**config.mk**
```make
export PLATFORM = sky130hd
export DESIGN_NAME = plic_wb_arbiter
export DESIGN_NICKNAME = d
export VERILOG_FILES = /design/src/rtl/plic_arb_pkg.sv /design/src/rtl/plic_rr_picker.sv /design/src/rtl/plic_wb_arbiter.sv
export SDC_FILE = /design/constraint.sdc
export NUM_CORES = 1
export LEC_CHECK = 0
export CORE_AREA = 2 2 104 106
export DETAILED_ROUTE_END_ITERATION = 10
export DIE_AREA = 0 0 106 108
export SLEW_MARGIN = 20
export SYNTH_ARGS = -nofsm -noshare
export SYNTH_HDL_FRONTEND = slang
export SYNTH_HIERARCHICAL = 1
export SYNTH_SLANG_ARGS = --single-unit
```
**constraint.sdc**
```tcl
create_clock -name clk -period 3.7 [get_ports clk]
set_input_delay 0.925 -clock clk [delete_from_list [all_inputs] [get_ports clk]]
set_output_delay 0.925 -clock clk [all_outputs]
set_load 0.02 [all_outputs]
```
**src/rtl/plic_arb_pkg.sv**
```systemverilog
// rtl/plic_arb_pkg.sv - shared types and the rotating-priority pick function for the PLIC Wishbone arbiter
package plic_arb_pkg;

    typedef enum logic [1:0] {
        IDLE,
        BUSY,
        ERR
    } arb_state_t;

    localparam int MAX_MASTERS = 32;
    localparam int MAX_IDX_W   = 5;

    typedef struct packed {
        logic [MAX_IDX_W-1:0] idx;
        logic                 valid;
    } pick_t;

    function automatic int grant_w(input int n);
        return (n > 1) ? $clog2(n) : 1;
    endfunction

    // Scan last+1, last+2, ... modulo n; the first set request wins.
    function automatic pick_t rr_pick(input logic [MAX_MASTERS-1:0] req,
                                      input logic [MAX_IDX_W-1:0]   last,
                                      input int                     n);
        pick_t res;
        int    k;
        res = '0;
        for (int i = 1; i <= MAX_MASTERS; i++) begin
            if (i <= n && !res.valid) begin
                k = int'(last) + i;
                if (k >= n) begin
                    k = k - n;
                end
                if (req[k[MAX_IDX_W-1:0]]) begin
                    res.idx   = k[MAX_IDX_W-1:0];
                    res.valid = 1'b1;
                end
            end
        end
        return res;
    endfunction

endpackage

```
**src/rtl/plic_rr_picker.sv**
```systemverilog
// rtl/plic_rr_picker.sv - combinational rotating-priority picker over N request lines
module plic_rr_picker #(
    parameter int N  = 2,
    parameter int GW = 1
) (
    input  logic [N-1:0]  req,
    input  logic [GW-1:0] last,
    output logic [GW-1:0] idx,
    output logic          valid
);
    import plic_arb_pkg::*;

    logic [MAX_MASTERS-1:0] req_ext;
    logic [MAX_IDX_W-1:0]   last_ext;
    pick_t                  res;

    always_comb begin
        req_ext            = '0;
        req_ext[N-1:0]     = req;
        last_ext           = '0;
        last_ext[GW-1:0]   = last;
        res                = rr_pick(req_ext, last_ext, N);
        idx                = res.idx[GW-1:0];
        valid              = res.valid && (int'(res.idx) < N);
    end

endmodule

```
**src/rtl/plic_wb_arbiter.sv**
```systemverilog
// rtl/plic_wb_arbiter.sv - round-robin Wishbone arbiter in front of the PLIC slave; PLIC_ARB_TIMEOUT_EN adds an ack timeout
module plic_wb_arbiter #(
    parameter int NUM_MASTERS    = 2,
    parameter int PADDR_SIZE     = 30,
    parameter int PDATA_SIZE     = 32,
    parameter int TIMEOUT_CYCLES = 16
) (
    input  logic                              clk,
    input  logic                              reset,
    input  logic [NUM_MASTERS-1:0]            m_cyc,
    input  logic [NUM_MASTERS-1:0]            m_stb,
    input  logic [NUM_MASTERS-1:0]            m_we,
    input  logic [NUM_MASTERS*PADDR_SIZE-1:0] m_adr,
    input  logic [NUM_MASTERS*PDATA_SIZE-1:0] m_dat_i,
    output logic [PDATA_SIZE-1:0]             m_dat_o,
    output logic [NUM_MASTERS-1:0]            m_ack,
    output logic [NUM_MASTERS-1:0]            m_err,
    output logic                              s_cyc,
    output logic                              s_stb,
    output logic                              s_we,
    output logic [PADDR_SIZE-1:0]             s_adr,
    output logic [PDATA_SIZE-1:0]             s_dat_o,
    input  logic [PDATA_SIZE-1:0]             s_dat_i,
    input  logic                              s_ack
);
    import plic_arb_pkg::*;

    localparam int GRANT_W = grant_w(NUM_MASTERS);

    arb_state_t         state_q, state_d;
    logic [GRANT_W-1:0] grant_q, grant_d;
    logic [GRANT_W-1:0] last_q, last_d;
    logic [GRANT_W-1:0] pick_idx;
    logic               pick_valid;

`ifdef PLIC_ARB_TIMEOUT_EN
    localparam int CNT_W = $clog2(TIMEOUT_CYCLES + 1);
    logic [CNT_W-1:0] cnt_q, cnt_d;
    logic             err_pulse_q, err_pulse_d;
`endif

    plic_rr_picker #(
        .N  (NUM_MASTERS),
        .GW (GRANT_W)
    ) u_picker (
        .req   (m_cyc & m_stb),
        .last  (last_q),
        .idx   (pick_idx),
        .valid (pick_valid)
    );

    always_comb begin
        state_d = state_q;
        grant_d = grant_q;
        last_d  = last_q;
`ifdef PLIC_ARB_TIMEOUT_EN
        cnt_d       = cnt_q;
        err_pulse_d = 1'b0;
`endif
        case (state_q)
            IDLE: begin
                if (pick_valid) begin
                    grant_d = pick_idx;
                    state_d = BUSY;
`ifdef PLIC_ARB_TIMEOUT_EN
                    cnt_d   = '0;
`endif
                end
            end
            BUSY: begin
                // Releasing cyc ends the grant, acked or not.
                if (!m_cyc[grant_q]) begin
                    state_d = IDLE;
                    last_d  = grant_q;
                end
`ifdef PLIC_ARB_TIMEOUT_EN
                else if (s_ack) begin
                    cnt_d = '0;
                end else if (m_stb[grant_q]) begin
                    cnt_d = cnt_q + 1'b1;
                    if (cnt_d == CNT_W'(TIMEOUT_CYCLES)) begin
                        state_d     = ERR;
                        err_pulse_d = 1'b1;
                    end
                end
`endif
            end
`ifdef PLIC_ARB_TIMEOUT_EN
            ERR: begin
                if (!m_cyc[grant_q]) begin
                    state_d = IDLE;
                    last_d  = grant_q;
                end
            end
`endif
            default: state_d = IDLE;
        endcase
    end

    always_comb begin
        s_cyc   = 1'b0;
        s_stb   = 1'b0;
        s_we    = 1'b0;
        s_adr   = '0;
        s_dat_o = '0;
        m_ack   = '0;
        m_err   = '0;
        if (state_q == BUSY) begin
            s_cyc          = m_cyc[grant_q];
            s_stb          = m_stb[grant_q];
            s_we           = m_we[grant_q];
            s_adr          = m_adr[int'(grant_q)*PADDR_SIZE +: PADDR_SIZE];
            s_dat_o        = m_dat_i[int'(grant_q)*PDATA_SIZE +: PDATA_SIZE];
            m_ack[grant_q] = s_ack;
        end
`ifdef PLIC_ARB_TIMEOUT_EN
        if (state_q == ERR && err_pulse_q) begin
            m_err[grant_q] = 1'b1;
        end
`endif
    end

    assign m_dat_o = s_dat_i;

    always_ff @(posedge clk) begin
        if (!reset) begin
            state_q <= IDLE;
            grant_q <= '0;
            last_q  <= GRANT_W'(NUM_MASTERS - 1);
`ifdef PLIC_ARB_TIMEOUT_EN
            cnt_q       <= '0;
            err_pulse_q <= 1'b0;
`endif
        end else begin
            state_q <= state_d;
            grant_q <= grant_d;
            last_q  <= last_d;
`ifdef PLIC_ARB_TIMEOUT_EN
            cnt_q       <= cnt_d;
            err_pulse_q <= err_pulse_d;
`endif
        end
    end

endmodule

```
After elaboration in Yosys (flattened, before gate mapping) --
Cells that the tools add are included.
Operators by class: add/subtract/negate cells 4, mux-type cells 27, magnitude comparators 7, shift-type cells 2, eq/ne operators 3, bitwise logic cells 3, reductions and logical operators 6, div/mod/pow operators 0, multipliers 1
Operator list (number):
- >= comparator 32 x 3 -> 1 bit (second input constant) | 2
- indexed part select 64 x 7 -> 32 bit | 1
- indexed part select 60 x 7 -> 30 bit | 1
- 2-to-1 mux 32 bit | 1
- 2-to-1 mux 30 bit | 1
- 2-to-1 mux 6 bit | 3
- 2-to-1 mux 5 bit | 3
- < comparator 5 x 6 -> 1 bit (second input constant) | 2
- 2-to-1 mux 1 bit | 12
- binary-select mux 1 bit (select 5 bit) | 2
- subtractor 5 x 3 -> 5 bit (second input constant) | 2
- 2-to-1 mux 2 bit | 3
- AND reduction 2 bit | 3
- < comparator 5 x 2 -> 1 bit (second input constant) | 1
- multiplier 1 x 4 -> 5 bit (second input constant) | 1
- AND 2 bit | 2
- != test 2 bit (second input constant) | 2
- case mux 2 bit (2 select lines) | 1
- adder 1 x 2 -> 3 bit (second input constant) | 1
- adder 1 x 1 -> 2 bit (second input constant) | 1
- == test 2 x 1 -> 1 bit (second input constant) | 1
- logical AND 1 bit | 2
- logical NOT 2 bit | 1
- < comparator 1 x 2 -> 1 bit (second input constant) | 1
- 3 further kinds | 3
Storage, ports and cells: output and inout bits 101, logic and storage cells 56, flip-flop bits (word level) 4, memory bits (read-only) 0, latch bits 0, input bits 165, memories 0, RAM bits 0

Depth between registers and ports, before layout --
Gate-level depths: netlist of the first run.
word-level depth 15, gate-level depth with buffers 5, depth with buffers taken out 5

Hierarchy --
The synthesis of the first run kept the hierarchy.
By module, submodules not included:
- plic_wb_arbiter | area each 1586.5 um2, sequential area each 60.1 um2, instances 1, cells an instance 197
- plic_rr_picker | area each 13.8 um2, sequential area each 0.0 um2, instances 1, cells an instance 2

Worst setup path after synthesis of the first run --
No wires, ideal clock.
path type input-to-output, start input port m_cyc[1], end output port s_cyc, path slack 1.453 ns, buffers on the path 0, data required time 2.775 ns, arrival 1.322 ns, stages 2, path through mux2i_1 > nor2b_1
On the way: cells in the longest elaborated chain, start to end 3
RTL lines:
- from (decl) | RTL line plic_wb_arbiter.sv:10 | input logic [NUM_MASTERS-1:0] m_cyc,
- 2-to-1 mux 1 bit (implied by the code) (2 in series) | RTL line plic_wb_arbiter.sv:109 | s_cyc = m_cyc[grant_q];
- 2-to-1 mux 1 bit | RTL line plic_wb_arbiter.sv:108 | if (state_q == BUSY) begin
- to (decl) | RTL line plic_wb_arbiter.sv:18 | output logic s_cyc,
Every way passes these cells. The select of a mux whose other input is x is not followed.

Worst setup path after layout of the first run --
Same ends and word-level chain as after synthesis.

==> results.txt, run 1 <==
Crit Path Class = input port to primary output
Sinks on the clock net = 3
H-tree levels = 1
Final worst-path cycle share = 92.31%
Hold WS = 547.3 ps
Critical path arrival = 2490 ps
Chip height = 108 µm
Cell row count = 37
Final Skew = 4.894 ps
DIE WIDTH = 106 µm
Worst r2r src = state_q[0]
Gpl congestion = 0.7431
LEAKAGE = 1.191 nW
Clock period minus worst slack = 3416 ps
Worst vdd ir = 0.07026 mV
Synth Warn # = 6
Routed wl met2 = 3024 µm
Mapped cell area = 1600 µm²
Startpoint types = input port
Mapped Cells = 199
Sequential share of power = 8.1%
Commonest cells after routing, fill and taps aside = 199 x clkdlybuf4s50_1, 66 x mux2i_1, 57 x nor2b_1
Req. time, crit path = 2770 ps
Library cells used by synthesis = 21
First-pass GRT wire length = 8887 µm
Top Layer Used = met5
Share of cells above drive strength 1 = 2.241%
Worst Hold Launch = last_q
Crit path max fanout = 3
Vias per Instance = 3.907
Depth of the most critical reg-to-reg path = 3
Hold depth = 2
Setup Fix Bufs, Post-CTS = 0
Final setup fails = 0
RR Endpoint = last_q
Pin count of the biggest net entering global routing = 50
Fin nets = 523
I/O pins = 266
Most used cell along the critical path = clkdlybuf4s50_1
CTS tree = done
Hpwl dp = 5164 µm
CTS Hold Bufs = 0
Drt initial violations = 55
Clock slew seen by the registers of the worst setup and hold paths = 30 ps
Routed wl met3 = 820 µm
Max incr delay on CP = 700 ps
Core area = 10230 µm²
Hold Path End = last_q
Clock power frac = 18.0%
Top-area cell type share of the netlist area = 41.28%
Synth area leaders = mux2i_1 41%, nor2b_1 22%, buf_4 18%, and2b_1 4.7%, dfxtp_1 3.8%
Gr ovfl total = 0
Commonest non-fill, non-tap cell in the layout = clkdlybuf4s50_1
Int Pwr = 357.3 µW
DRC = 0
R2R setup slack = 2570 ps
Pins Over Slew Limit = 0
Post-DRT Antenna Nets = 0
Crit end category = primary output
Net switching power = 168.0 µW
Worst-skew pair later-pin latency = 210 ps
Antenna Cells = 0
Crit-path slowest cell = clkdlybuf4s50_1
Post-synthesis register bit count = 3
Initial antenna violation count = 1
Hold Vio Cnt, Final = 0
Fin Setup TNS = 0 ps
Non-Filler Instances = 493
TritonCTS Buffers = 3
Vias in the first global route = 1845
Placed Cells = 489
Layout area overhead = 118.3%
FMAX = 292.8 MHz
WL met1 = 2128 µm
Cts repair resizes = 0
Total GRT Usage = 9.649%
Count of port buffers added during placement = 199
HP Class = flip-flop to flip-flop
DRT Wirelength = 6080 µm
Worst-path cell chain = clkdlybuf4s50_1 > mux2i_1 > nor2b_1 > clkdlybuf4s50_1
Clock Root Buffer = clkbuf_8
RSZ-0062 raised after global routing = no
Cell taking the most area after synthesis = mux2i_1
Clock buffer depth = 2
Power per cell area = 150.4 nW/µm²
Seq/Total Area, Yosys = 3.753%
Starting density of the core = 15.64%
Logic pwr share = 73.9%
Via count = 1926
Syn Area/Cell = 8.042 µm²
Sw Share = 31.98%
Drt pass-1 iters = 3
Max_cap viols = 0
Die area = 11450 µm²
Status = finished, final reports clean
DR WL/cell = 12.33 µm
==> metal layers <==
layer  vias to the layer above  track usage (%)
met4                         2            2.256
met5                         -                0
li1                        935                -
met1                       837            9.386
met3                        14            4.943
met2                       138            18.20
==> cells in the mapped netlist <==
library cell	n
a21boi_1	1
nor2b_1	57
clkbuf_1	6
or2_1	1
o21ai_0	1
buf_8	2
buf_4	39
nand2_1	1
and2b_1	10
o21a_1	1
a21oi_1	2
and3_1	1
and2_1	2
conb_1	1
buf_12	1
buf_2	1
nor2_1	1
inv_1	1
or2b_1	1
mux2i_1	66
dfxtp_1	3
==> power by group through the flow <==
stage	combinational (mW)	sequential [mW]	clock (mW)
after detailed placement	0.393	0.0429	0
after floorplan	0.216	0.0379	0
final	0.388	0.0423	0.0948
after CTS	0.394	0.0426	0.0979
after global routing	0.415	0.0438	0.0998
after global placement	0.389	0.0431	0
==> through the flow <==
step,utilization (%),instance area [µm²],worst slack (ps),power (mW)
3_5_place_dp,33.70,3448,275.3,0.4356
4_1_cts,34.14,3493,275.3,0.5345
5_1_grt,34.14,3493,216.1,0.5584
3_3_place_gp,33.70,3448,256.9,0.4320
6_report,34.14,3493,284.5,0.5253
2_1_floorplan,-,1604,1453,0.2535
==> worst max-delay path by stage <==
stage	from	to	slack [ps]	depth (start not counted)
final	m_cyc[1]	s_cyc	280	4
after floorplan	m_cyc[1]	s_cyc	1450	2
after CTS	m_cyc[0]	s_cyc	280	4
after global placement	m_cyc[1]	s_cyc	260	4
after global routing	m_cyc[0]	s_cyc	220	4
after detailed placement	m_cyc[0]	s_cyc	280	4
==> state kept, by name, summed over array words and instances, names as in the netlist <==
name     count
last_q       1
state_q      1
grant_q      1
==> critical path: cells and delay by family <==
kind	cells	cell delay (ps)
buf+inv	2	1200
simple gates	1	280
mux	1	80
==> kinds of logic after synthesis <==
logic type / count (synthesis) / share of synthesized area [%]
multiplexers: 66 / 41.28
buffers and inverters: 50 / 23.38
AO/OA/AOI/OAI: 5 / 1.877
AND/OR/NAND/NOR: 74 / 29.48
flip-flops: 3 / 3.753
other: 1 / 0.2343
==> cell type report <==
type,instances,area [µm²]
Fill cell,1064,6738
Timing Repair Buffer,202,2039
Multi-Input combinational cell,147,1170
Tap cell,136,170.2
Sequential cell,3,65.06
Clock buffer,4,45.04
Inverter,1,3.754
Note: power is estimated with default switching activity, not from simulation.
==> run 2, diff against run 1 <==
--- a/config.mk
+++ b/config.mk
@@ -5,11 +5,10 @@
 export SDC_FILE = /design/constraint.sdc
 export NUM_CORES = 1
 export LEC_CHECK = 0
-export CORE_AREA = 2 2 104 106
+export CORE_AREA = 2 2 102 104
 export DETAILED_ROUTE_END_ITERATION = 10
-export DIE_AREA = 0 0 106 108
+export DIE_AREA = 0 0 104 106
 export SLEW_MARGIN = 20
 export SYNTH_ARGS = -nofsm -noshare
 export SYNTH_HDL_FRONTEND = slang
-export SYNTH_HIERARCHICAL = 1
 export SYNTH_SLANG_ARGS = --single-unit
==> results.txt, run 2 <==
Syn Area/Cell = 8.148 µm² (was 8.042 µm²)
Mapped Cells = 201 (was 199)
FMAX = 306.6 MHz (was 292.8 MHz)
Crit end category = primary output (unchanged)
Crit-path slowest cell = clkdlybuf4s50_1 (unchanged)
CTS Hold Bufs = 0 (unchanged)
Clock period minus worst slack = 3261 ps (was 3416 ps)
Antenna Cells = 0 (unchanged)
Net switching power = 202.0 µW (was 168.0 µW)
Routing usage on met3 = 4.108% (was 4.943%)
Clock slew seen by the registers of the worst setup and hold paths = 30 ps (about the same)
Setup Fix Bufs, Post-CTS = 0 (unchanged)
Max_cap viols = 0 (unchanged)
DR WL/cell = 12.81 µm (was 12.33 µm)
Commonest cells post-synth = 66 x nor2b_1, 65 x mux2i_1, 34 x buf_4 (was 66 x mux2i_1, 57 x nor2b_1, 39 x buf_4)
Sinks on the clock net = 3 (unchanged)
Fin nets = 524 (was 523)
Mapped cell area = 1638 µm² (was 1600 µm²)
DIE WIDTH = 104 µm (was 106 µm)
Fin area = 3483 µm² (was 3493 µm²)
DRC = 0 (unchanged)
Commonest non-fill, non-tap cell in the layout = clkdlybuf4s50_1 (unchanged)
Final setup fails = 0 (unchanged)
Critical path arrival = 2340 ps (was 2490 ps)
Hold Vio Cnt, Final = 0 (unchanged)
Most used DFF post-synth = dfxtp_1 (unchanged)
Fin Setup TNS = 0 ps (unchanged)
Top-area cell type share of the netlist area = 39.72% (was 41.28%)
Final Skew = 3.391 ps (was 4.894 ps)
Post-synthesis register bit count = 3 (unchanged)
CTS tree = done (unchanged)
Req. time, crit path = 2770 ps (about the same)
Cts repair resizes = 0 (unchanged)
Logic pwr share = 75.3% (was 73.9%)
Cell taking the most area after synthesis = mux2i_1 (unchanged)
Pin count of the biggest net entering global routing = 39 (was 50)
Worst-path cell chain = clkdlybuf4s50_1 > mux2i_1 > nor2b_1 > clkdlybuf4s50_1 (unchanged)
Worst-skew pair later-pin latency = 220 ps (was 210 ps)
Die area = 11020 µm² (was 11450 µm²)
Synth area leaders = mux2i_1 40%, nor2b_1 25%, buf_4 16%, buf_8 4.6%, dfxtp_1 3.7% (was mux2i_1 41%, nor2b_1 22%, buf_4 18%, and2b_1 4.7%, dfxtp_1 3.8%)
HP Class = flip-flop to flip-flop (unchanged)
Layout area overhead = 112.7% (was 118.3%)
Starting density of the core = 16.38% (was 15.64%)
Crit Path Class = input port to primary output (unchanged)
Synth async-reset ratio = 0% (unchanged)
Startpoint types = input port (unchanged)
Drt initial violations = 32 (was 55)
Most used cell along the critical path = clkdlybuf4s50_1 (unchanged)
Power per cell area = 169.3 nW/µm² (was 150.4 nW/µm²)
Vias in the first global route = 1882 (was 1845)
Core area = 10000 µm² (was 10230 µm²)
RSZ-0062 raised after global routing = no (unchanged)
Max incr delay on CP = 610 ps (was 700 ps)
Tot Pwr = 589.6 µW (was 525.3 µW)
H-tree levels = 1 (unchanged)
GR peak layer = met2 (unchanged)
Clock Root Buffer = clkbuf_8 (unchanged)
Core Util, Final = 34.83% (was 34.14%)
Met2 Use GR = 21.62% (was 18.20%)
Cell row count = 37 (unchanged)
Slew HR = 65.65%
Sw Share = 34.26% (was 31.98%)
Pins Over Slew Limit = 0 (unchanged)
Final worst slack = 438.9 ps (was 284.5 ps)
Placed Cells = 490 (was 489)
Final worst-path cycle share = 88.14% (was 92.31%)
Commonest cells after routing, fill and taps aside = 199 x clkdlybuf4s50_1, 66 x nor2b_1, 65 x mux2i_1 (was 199 x clkdlybuf4s50_1, 66 x mux2i_1, 57 x nor2b_1)
Chip height = 106 µm (was 108 µm)
Total GRT Usage = 10.50% (was 9.649%)
Non-Filler Instances = 494 (was 493)
Fill cell count = 1054 (was 1064)
Synth Warn # = 0 (was 6)
Seq/Total Area, Yosys = 3.667% (was 3.753%)
Int Pwr = 387.6 µW (was 357.3 µW)
Post-DRT Antenna Nets = 0 (unchanged)
Via count = 1934 (was 1926)
Drt pass-1 iters = 4 (was 3)
Hold WS = 506.6 ps (was 547.3 ps)
Hpwl dp = 5298 µm (was 5164 µm)
Initial antenna violation count = 0 (was 1)
Gpl congestion = 0.7050 (was 0.7431)
TritonCTS Buffers = 3 (unchanged)
DRT Wirelength = 6329 µm (was 6080 µm)
Post-synth EDFFs = 0 (unchanged)
Most frequent cell after synthesis = nor2b_1 (was mux2i_1)
Met1 GRT Util = 9.550% (was 9.386%)
I/O pins = 266 (unchanged)
Clock power frac = 16.1% (was 18.0%)
Crit path max fanout = 5 (was 3)
Dpl ws = 433.2 ps (was 275.3 ps)
Buf/Inv on CP = 2 (unchanged)
LEAKAGE = 1.193 nW (was 1.191 nW)
Gr ovfl total = 0 (unchanged)
Area after DPL = 3438 µm² (was 3448 µm²)
Status = finished, final reports clean (unchanged)
Worst vdd ir = 0.1045 mV (was 0.07026 mV)
Share of cells above drive strength 1 = 2.235% (was 2.241%)
Clock buffer depth = 2 (unchanged)
Library cells used by synthesis = 20 (was 21)
Vias per Instance = 3.915 (was 3.907)
Pin slew with the least headroom to its limit = 515.3 ps
Largest regs = grant_q: 1 flops, last_q: 1 flops, state_q: 1 flops (unchanged)
Sequential share of power = 8.6% (was 8.1%)
CP delay by family, top = buffers and inverters (unchanged)
Count of port buffers added during placement = 199 (unchanged)
First-pass GRT wire length = 9549 µm (was 8887 µm)
run 2: cell types whose count changed after synthesis, moves of 2 or more:
| cell | delta |
|---|---|
| and2_1 | -2 |
| nand2_1 | +4 |
| a21oi_1 | -2 |
| buf_4 | -5 |
| buf_6 | +4 |
| buf_8 | +3 |
| nor2b_1 | +9 |
| and2b_1 | -10 |
run 2: power by group through the flow:
stage	sequential, mW	combinational [mW]	clock, mW
after global routing	0.0527	0.472	0.101
after detailed placement	0.0521	0.447	0
after floorplan	0.0367	0.272	0
final	0.0506	0.444	0.0948
after global placement	0.0519	0.444	0
after CTS	0.0516	0.449	0.0989
run 2: metal layers:
metal	up-vias	wire length (µm)	part of all wire (%)
met5	-	0	0
met4	0	72	1.1
met3	8	705	11
met2	134	3418	54
met1	850	2132	34
li1	942	-	-
run 2: kinds of logic after synthesis:
| group | share of synthesized area, % |
|---|---|
| muxes | 39.72 |
| AOI/OAI and AO/OA | 1.910 |
| buffers and inverters | 25.74 |
| DFF | 3.667 |
| other | 0.2290 |
| and+or+nand+nor | 28.72 |
run 2: final cells by class:
cell class / instances / area (µm²) / share of cell area (%)
timing repair buffer: 202 / 2039 / 58.55
multi-input combinational: 148 / 1160 / 33.30
tap: 136 / 170.2 / 4.885
sequential: 3 / 65.06 / 1.868
clock buffer: 4 / 45.04 / 1.293
inverter: 1 / 3.754 / 0.1078
run 2: worst register-to-register path, cell delays in order (launching register included):
cell and delay, ps:
dfxtp_4 510, buf_12 300, mux2i_1 290, o22ai_1 90
run 2: path summary, 6_finish.rpt:
kind                            cells after the start  slack [ps]          to  startpoint
worst min-delay path                                2         510      last_q      last_q
worst max register to register                      3        2380  state_q[0]     grant_q
worst max-delay path                                4         440       s_cyc    m_cyc[0]
worst min register to register                      2         510      last_q      last_q
